===== src/rtl/aes_sbox_scheduler.sv =====
// Shared S-box scheduler: four S-boxes time-multiplexed between round SubBytes
// (four 32-bit lanes, one per cycle) and the key-expansion g-function.

module aes_sbox (
  input  logic [7:0] din,
  output logic [7:0] dout
);
  logic [7:0] sq;
  logic [7:0] inv;

  function automatic logic [7:0] gmul(input logic [7:0] a, input logic [7:0] b);
    logic [7:0] p;
    logic [7:0] aa;
    p  = 8'h00;
    aa = a;
    for (int i = 0; i < 8; i++) begin
      if (b[i]) p = p ^ aa;
      aa = {aa[6:0], 1'b0} ^ (aa[7] ? 8'h1b : 8'h00);
    end
    return p;
  endfunction

  // Multiplicative inverse as x^254 (maps 0 to 0), then the AES affine map
  always_comb begin
    sq  = din;
    inv = 8'h01;
    for (int i = 1; i < 8; i++) begin
      sq  = gmul(sq, sq);
      inv = gmul(inv, sq);
    end
    dout = inv ^ {inv[6:0], inv[7]} ^ {inv[5:0], inv[7:6]} ^
           {inv[4:0], inv[7:5]} ^ {inv[3:0], inv[7:4]} ^ 8'h63;
  end
endmodule

module aes_sbox_scheduler #(
  parameter bit RR_EN = 1'b1
) (
  input  logic         clk,
  input  logic         rst,
  input  logic         st_valid,
  output logic         st_ready,
  input  logic [127:0] st_data,
  output logic         st_out_valid,
  output logic [127:0] st_out,
  input  logic         ks_valid,
  output logic         ks_ready,
  input  logic [31:0]  ks_word,
  input  logic         ks_rot,
  input  logic [7:0]   ks_rcon,
  output logic         ks_out_valid,
  output logic [31:0]  ks_out,
  output logic         busy
);
  localparam int unsigned STW = 128;
  localparam int unsigned WW  = 32;
  localparam int unsigned NSB = 4;
  localparam logic GRANT_ST  = 1'b0;
  localparam logic GRANT_KEY = 1'b1;

  typedef enum logic [2:0] {IDLE, ST0, ST1, ST2, ST3, KS} state_t;

  state_t           state, state_n;
  logic             last_grant;
  logic [STW-1:0]   st_buf;
  logic [WW-1:0]    ks_buf;
  logic [7:0]       rcon_buf;
  logic [WW-1:0]    sbox_in;
  logic [WW-1:0]    sbox_out;
  logic             st_acc;
  logic             ks_acc;

  for (genvar g = 0; g < NSB; g++) begin : g_sbox
    aes_sbox u_sbox (.din(sbox_in[8*g +: 8]), .dout(sbox_out[8*g +: 8]));
  end

  assign st_acc = st_valid & st_ready;
  assign ks_acc = ks_valid & ks_ready;

  // Next state, arbitration and S-box operand select
  always_comb begin
    state_n  = state;
    st_ready = 1'b0;
    ks_ready = 1'b0;
    sbox_in  = '0;
    case (state)
      IDLE: begin
        st_ready = 1'b1;
        ks_ready = 1'b1;
        if (st_valid && ks_valid) begin
          if (RR_EN && last_grant == GRANT_KEY) ks_ready = 1'b0;
          else                                  st_ready = 1'b0;
        end
        if (st_valid && st_ready)      state_n = ST0;
        else if (ks_valid && ks_ready) state_n = KS;
      end
      ST0: begin sbox_in = st_buf[31:0];   state_n = ST1;  end
      ST1: begin sbox_in = st_buf[63:32];  state_n = ST2;  end
      ST2: begin sbox_in = st_buf[95:64];  state_n = ST3;  end
      ST3: begin sbox_in = st_buf[127:96]; state_n = IDLE; end
      KS:  begin sbox_in = ks_buf;         state_n = IDLE; end
      default: state_n = IDLE;
    endcase
  end

  always_ff @(posedge clk or posedge rst) begin
    if (rst) state <= IDLE;
    else     state <= state_n;
  end

  // Request capture, grant history and result registers
  always_ff @(posedge clk or posedge rst) begin
    if (rst) begin
      last_grant   <= GRANT_KEY;
      st_buf       <= '0;
      ks_buf       <= '0;
      rcon_buf     <= '0;
      st_out       <= '0;
      ks_out       <= '0;
      st_out_valid <= 1'b0;
      ks_out_valid <= 1'b0;
      busy         <= 1'b0;
    end else begin
      busy         <= (state_n != IDLE);
      st_out_valid <= (state == ST3);
      ks_out_valid <= (state == KS);
      if (st_acc) begin
        st_buf     <= st_data;
        last_grant <= GRANT_ST;
      end
      if (ks_acc) begin
        ks_buf     <= ks_rot ? {ks_word[23:0], ks_word[31:24]} : ks_word;
        rcon_buf   <= ks_rcon;
        last_grant <= GRANT_KEY;
      end
      case (state)
        ST0: st_out[31:0]   <= sbox_out;
        ST1: st_out[63:32]  <= sbox_out;
        ST2: st_out[95:64]  <= sbox_out;
        ST3: st_out[127:96] <= sbox_out;
        KS:  ks_out         <= sbox_out ^ {rcon_buf, 24'h0};
        default: ;
      endcase
    end
  end
endmodule

===== config.mk =====
export PLATFORM = sky130hd
export DESIGN_NAME = aes_sbox_scheduler
export DESIGN_NICKNAME = d
export VERILOG_FILES = /design/src/rtl/aes_sbox_scheduler.sv
export SDC_FILE = /design/constraint.sdc
export NUM_CORES = 2
export LEC_CHECK = 0
export BUFFER_PORTS_ARGS = -buffer_cell sky130_fd_sc_hd__buf_2
export CAP_MARGIN = 10
export CORE_AREA = 3 3 327 329
export DETAILED_ROUTE_END_ITERATION = 10
export DIE_AREA = 0 0 330 332
export PLACE_DENSITY = 0.92
export SLEW_MARGIN = 15
export SYNTH_ARGS = -nofsm -noshare
export SYNTH_HDL_FRONTEND = slang
export SYNTH_SLANG_ARGS = --single-unit

===== constraint.sdc =====
create_clock -name clk -period 43.3 [get_ports clk]
set_input_delay 12.99 -clock clk [delete_from_list [all_inputs] [get_ports clk]]
set_output_delay 12.99 -clock clk [all_outputs]
set_load 0.01 [all_outputs]

# After elaboration in Yosys (flattened, before gate mapping)
# Cells that the tools add are included.
# classes
bitwise_logic	779
addsub	0
order_cmp	0
div_mod_pow	0
mul	0
n_eq_ne	5
n_mux	827
reduce_logical	6
shift	0
# op_table
cell	n
8-bit XOR	744
8-bit 2-to-1 mux	420
5-bit 2-to-1 mux	368
32-bit case mux with 5 select lines	1
32-bit 2-to-1 mux	1
32-bit XOR	1
7-bit 2-to-1 mux	4
1-bit NOT, first input constant	28
6-bit 2-to-1 mux	4
3-bit 2-to-1 mux	6
4-bit 2-to-1 mux	4
4-bit NOT	4
1-bit 2-to-1 mux	14
3-bit case mux with 4 select lines	1
2-bit 2-to-1 mux	4
3-bit by 2-bit equality test with 1-bit output, second input constant	2
3-bit equality test, second input constant	2
3-bit by 1-bit equality test with 1-bit output, second input constant	1
1-bit logical AND	3
3-bit logical NOT	1
3-bit nonzero test	1
1-bit AND	2
2-bit nonzero test	1
# totals
n_memories	0
elab_cells	1630
register_bits	335
in_bits	173
ramBits	0
latch_bits	0
romBits	0

# Logic depth before layout (Yosys ltp)
# depth
depth_word	135
ltp_mapped	79
ltp_nobuf	60

# By module
# From an unflattened synthesis, not the netlist that was laid out.
# hier_totals
hier_cells	8745
hier_area_um2	75028.2
# modules_own_cells
mod	n_inst	cells_each	area_each_um2
aes_sbox	4	1942	15220.8
aes_sbox_scheduler	1	977	14144.8

# Worst setup path after synthesis
# OpenSTA, ideal clock, no wires.
# synth_path
path_kind	input to output
startpoint	in ks_valid
endpoint	out st_ready
slack_ns	17.032
arrival_time_ns	13.278
stages	1
path_buffers	0
cell_sequence	a31oi_1
# synth_via
elab_chain_len	4
# synth_rtl
item	line_no	rtl
from (decl)	46	input logic ks_valid,
1-bit logical AND	90	if (st_valid && ks_valid) begin
1-bit 2-to-1 mux	90	
1-bit 2-to-1 mux (2 in series)	86	case (state)
to (decl)	42	output logic st_ready,
# No other way between the ends. The select of a mux whose other input is x is not followed.

# Worst setup path in the final report
# Same ends and word-level chain as after synthesis.

==> qor.txt <==
status: finished, final reports clean
GR Util All Layers: 0.398
root buf cell: clkbuf_16
WL final: 230 mm
Vias: 70900
R2R Path End: st_out[104]
clock buffer depth: 3
CTS Hold Bufs: 0
HP Start: st_out[108]
top post-synthesis cells by area: xnor2_1, dfrtp_1, xnor3_1, nor2_1, nand2_1
initial antenna violation count: 13
post-layout util: 0.736
Worst Hold Slack: 0.475 ns
largest net degree at the start of global routing: 151
vias in the first global route: 66800
final clock skew: 0.0222 ns
synth warn: 0
met2 layer usage reported by global route: 0.636
die height: 332 µm
Post-DP HPWL: 162 mm
Hold Path Depth: 2
WS Path Type: in -> out
Yosys reg bits: 335
syn nets: 9113
top_reg_cell synth: dfrtp_1
critical path startpoint category: input port
vias per std cell: 6.85
Synth-to-Final Area Change: 5.17%
gpl congestion: 1.01
Syn Std Cell Area: 72600 µm²
H-tree depth: 2
Final Critical Period: 27.13 ns
CP Data Required Time: 30.31 ns
share of layout cells above drive strength 1: 0.139
die area: 110000 µm²
Worst Tran Pin Value: 1.28 ns
CTS tree: yes
Starting Density: 0.700
IO Count: 338
Die Wd: 330 µm
EDFF count, synth: 0
router iterations before antenna repair: 9
Netlist cell types: 152
Fin Setup TNS: 0 ns
row count: 118
global-route wire length before repair: 361 mm
postcts setup bufs: 0
Final period util: 0.626
CTS clk-pin slew, worst paths: 0.06 ns
DRC: 0
core footprint: 104000 µm²
post-synthesis sequential area ratio: 0.115
critical path fanouts, max: 4
dominant cell type by area after synthesis: xnor2_1
register area: 8390 µm²
Reg-to-Reg Start: state[1]
Worst Hold End: st_out[108]
Synth Area per Inst: 8.14 µm²
final net count: 9133
Critical Path AT: 14.14 ns
FILL cells: 7225
fmax: 36.9 MHz
Reg2Reg Setup Slack: 21.05 ns
Final Max Tran Viols: 0
CTS buffer count: 36
met1 usage: 0.518
global-route met3 utilization: 0.0857
top-area cell type share of the netlist area: 0.180
reg2reg path depth: 59
gr ovfl total: 0
multi-input logic area: 61300 µm²
post_cts resized: 0
Max Cap Violations: 0
Iteration-0 DRC Markers: 10400
WL/cell: 22.3 µm
cells after synthesis: 8919
CP Capture Type: output port
Final Hold Violating Endpoints: 0
Top Usage Layer GRT: met2
Clock Sinks: 335
Max transition margin: 0.138
clock insertion delay at the later pin of the skew report: 0.60 ns
RSZ-0062 raised after global routing: false
Post-synth ARST share: 1.00
final setup fails: 0
Hold Crit Class: reg -> reg
IO Port Bufs: 337
Routed Antenna Nets: 0
## critical path, cell delays in order
cell and delay (ns):
buf_2 0.14, a31oi_1 0.74, buf_2 0.27
## registers in the layout, indices dropped and copies added (netlist names)
register and cells:
st_out_valid 1, last_grant 1, st_buf 128, ks_out 32, state 3, busy 1, rcon_buf 8, st_out 128
ks_out_valid 1, ks_buf 32
## synth_stat cells, drive strengths merged, types with 27 or more instances
cell	n
o221ai	28
o31ai	27
o22ai	103
o211ai	94
a211oi	94
a21o	40
mux2i	251
nand2b	59
or3	50
a31oi	67
nor3	231
nand4	38
o21a	31
a221oi	38
buf	208
clkbuf	355
and2	60
mux2	203
o21ai	562
inv	83
xnor3	407
nand3	198
nor2b	45
and3	46
nand2	914
a211o	28
nor4	35
a21oi	488
xor3	59
dfrtp	334
nand3b	48
nor2	1216
xnor2	1602
xor2	418
a22oi	85
## per-layer routing
| layer | share of wire | wire length, µm |
|---|---|---|
| met1 | 0.36 | 83600 |
| met2 | 0.46 | 105000 |
| met3 | 0.13 | 29500 |
| met4 | 0.053 | 12200 |
| met5 | 0.00043 | 99 |
## final cells by class
cell class              count  area share
multi-input cells        7927       0.802
flip-flops and latches    335       0.110
repair buffers            549      0.0429
well taps                1380      0.0226
clock buffers              42      0.0124
clock inverters            23     0.00511
inverters                  90     0.00459
diodes                      7    0.000229
## through the flow
| stage | cells | instance area, µm² | worst slack, ns |
|---|---|---|---|
| after CTS | 10300 | 76300 | 16.21 |
| after global placement | 10300 | 75000 | 16.21 |
| after global routing | 10300 | 76400 | 16.12 |
| final | 10400 | 76400 | 16.17 |
| after detailed placement | 10300 | 75000 | 16.22 |
| after floorplan | 8919 | 72600 | 17.03 |
## kinds of logic after synthesis
family                     Yosys count  synth area share
AOI/OAI and AO/OA                 1943             0.172
xor gates and xnor gates          2486             0.411
adders and majority gates           23           0.00389
buffers and inverters              657            0.0454
DFF                                335             0.115
muxes                              454            0.0665
and+or+nand+nor                   3021             0.186
## how the worst max path moves through the flow
| stage | startpoint | endpoint | slack [ns] | cells past startpoint |
|---|---|---|---|---|
| after floorplan | ks_valid | st_ready | 17.03 | 1 |
| after global placement | ks_valid | st_ready | 16.21 | 3 |
| after detailed placement | ks_valid | st_ready | 16.22 | 3 |
| after CTS | ks_valid | st_ready | 16.21 | 3 |
| after global routing | ks_valid | st_ready | 16.12 | 3 |
| final | ks_valid | st_ready | 16.17 | 3 |
## cells in the final DEF, fill, tap and decap left out, types with 212 or more instances in the layout
cell type	instances
o21ai_0	462
dfrtp_1	331
buf_2	337
xor2_1	373
mux2i_1	245
nand2_1	904
xnor3_1	351
nor3_1	223
nor2_1	1196
buf_4	212
a21oi_1	477
xnor2_1	1460
Power is not shown: default switching activity piles up to over one toggle a cycle in this logic, so the estimate is an artifact.
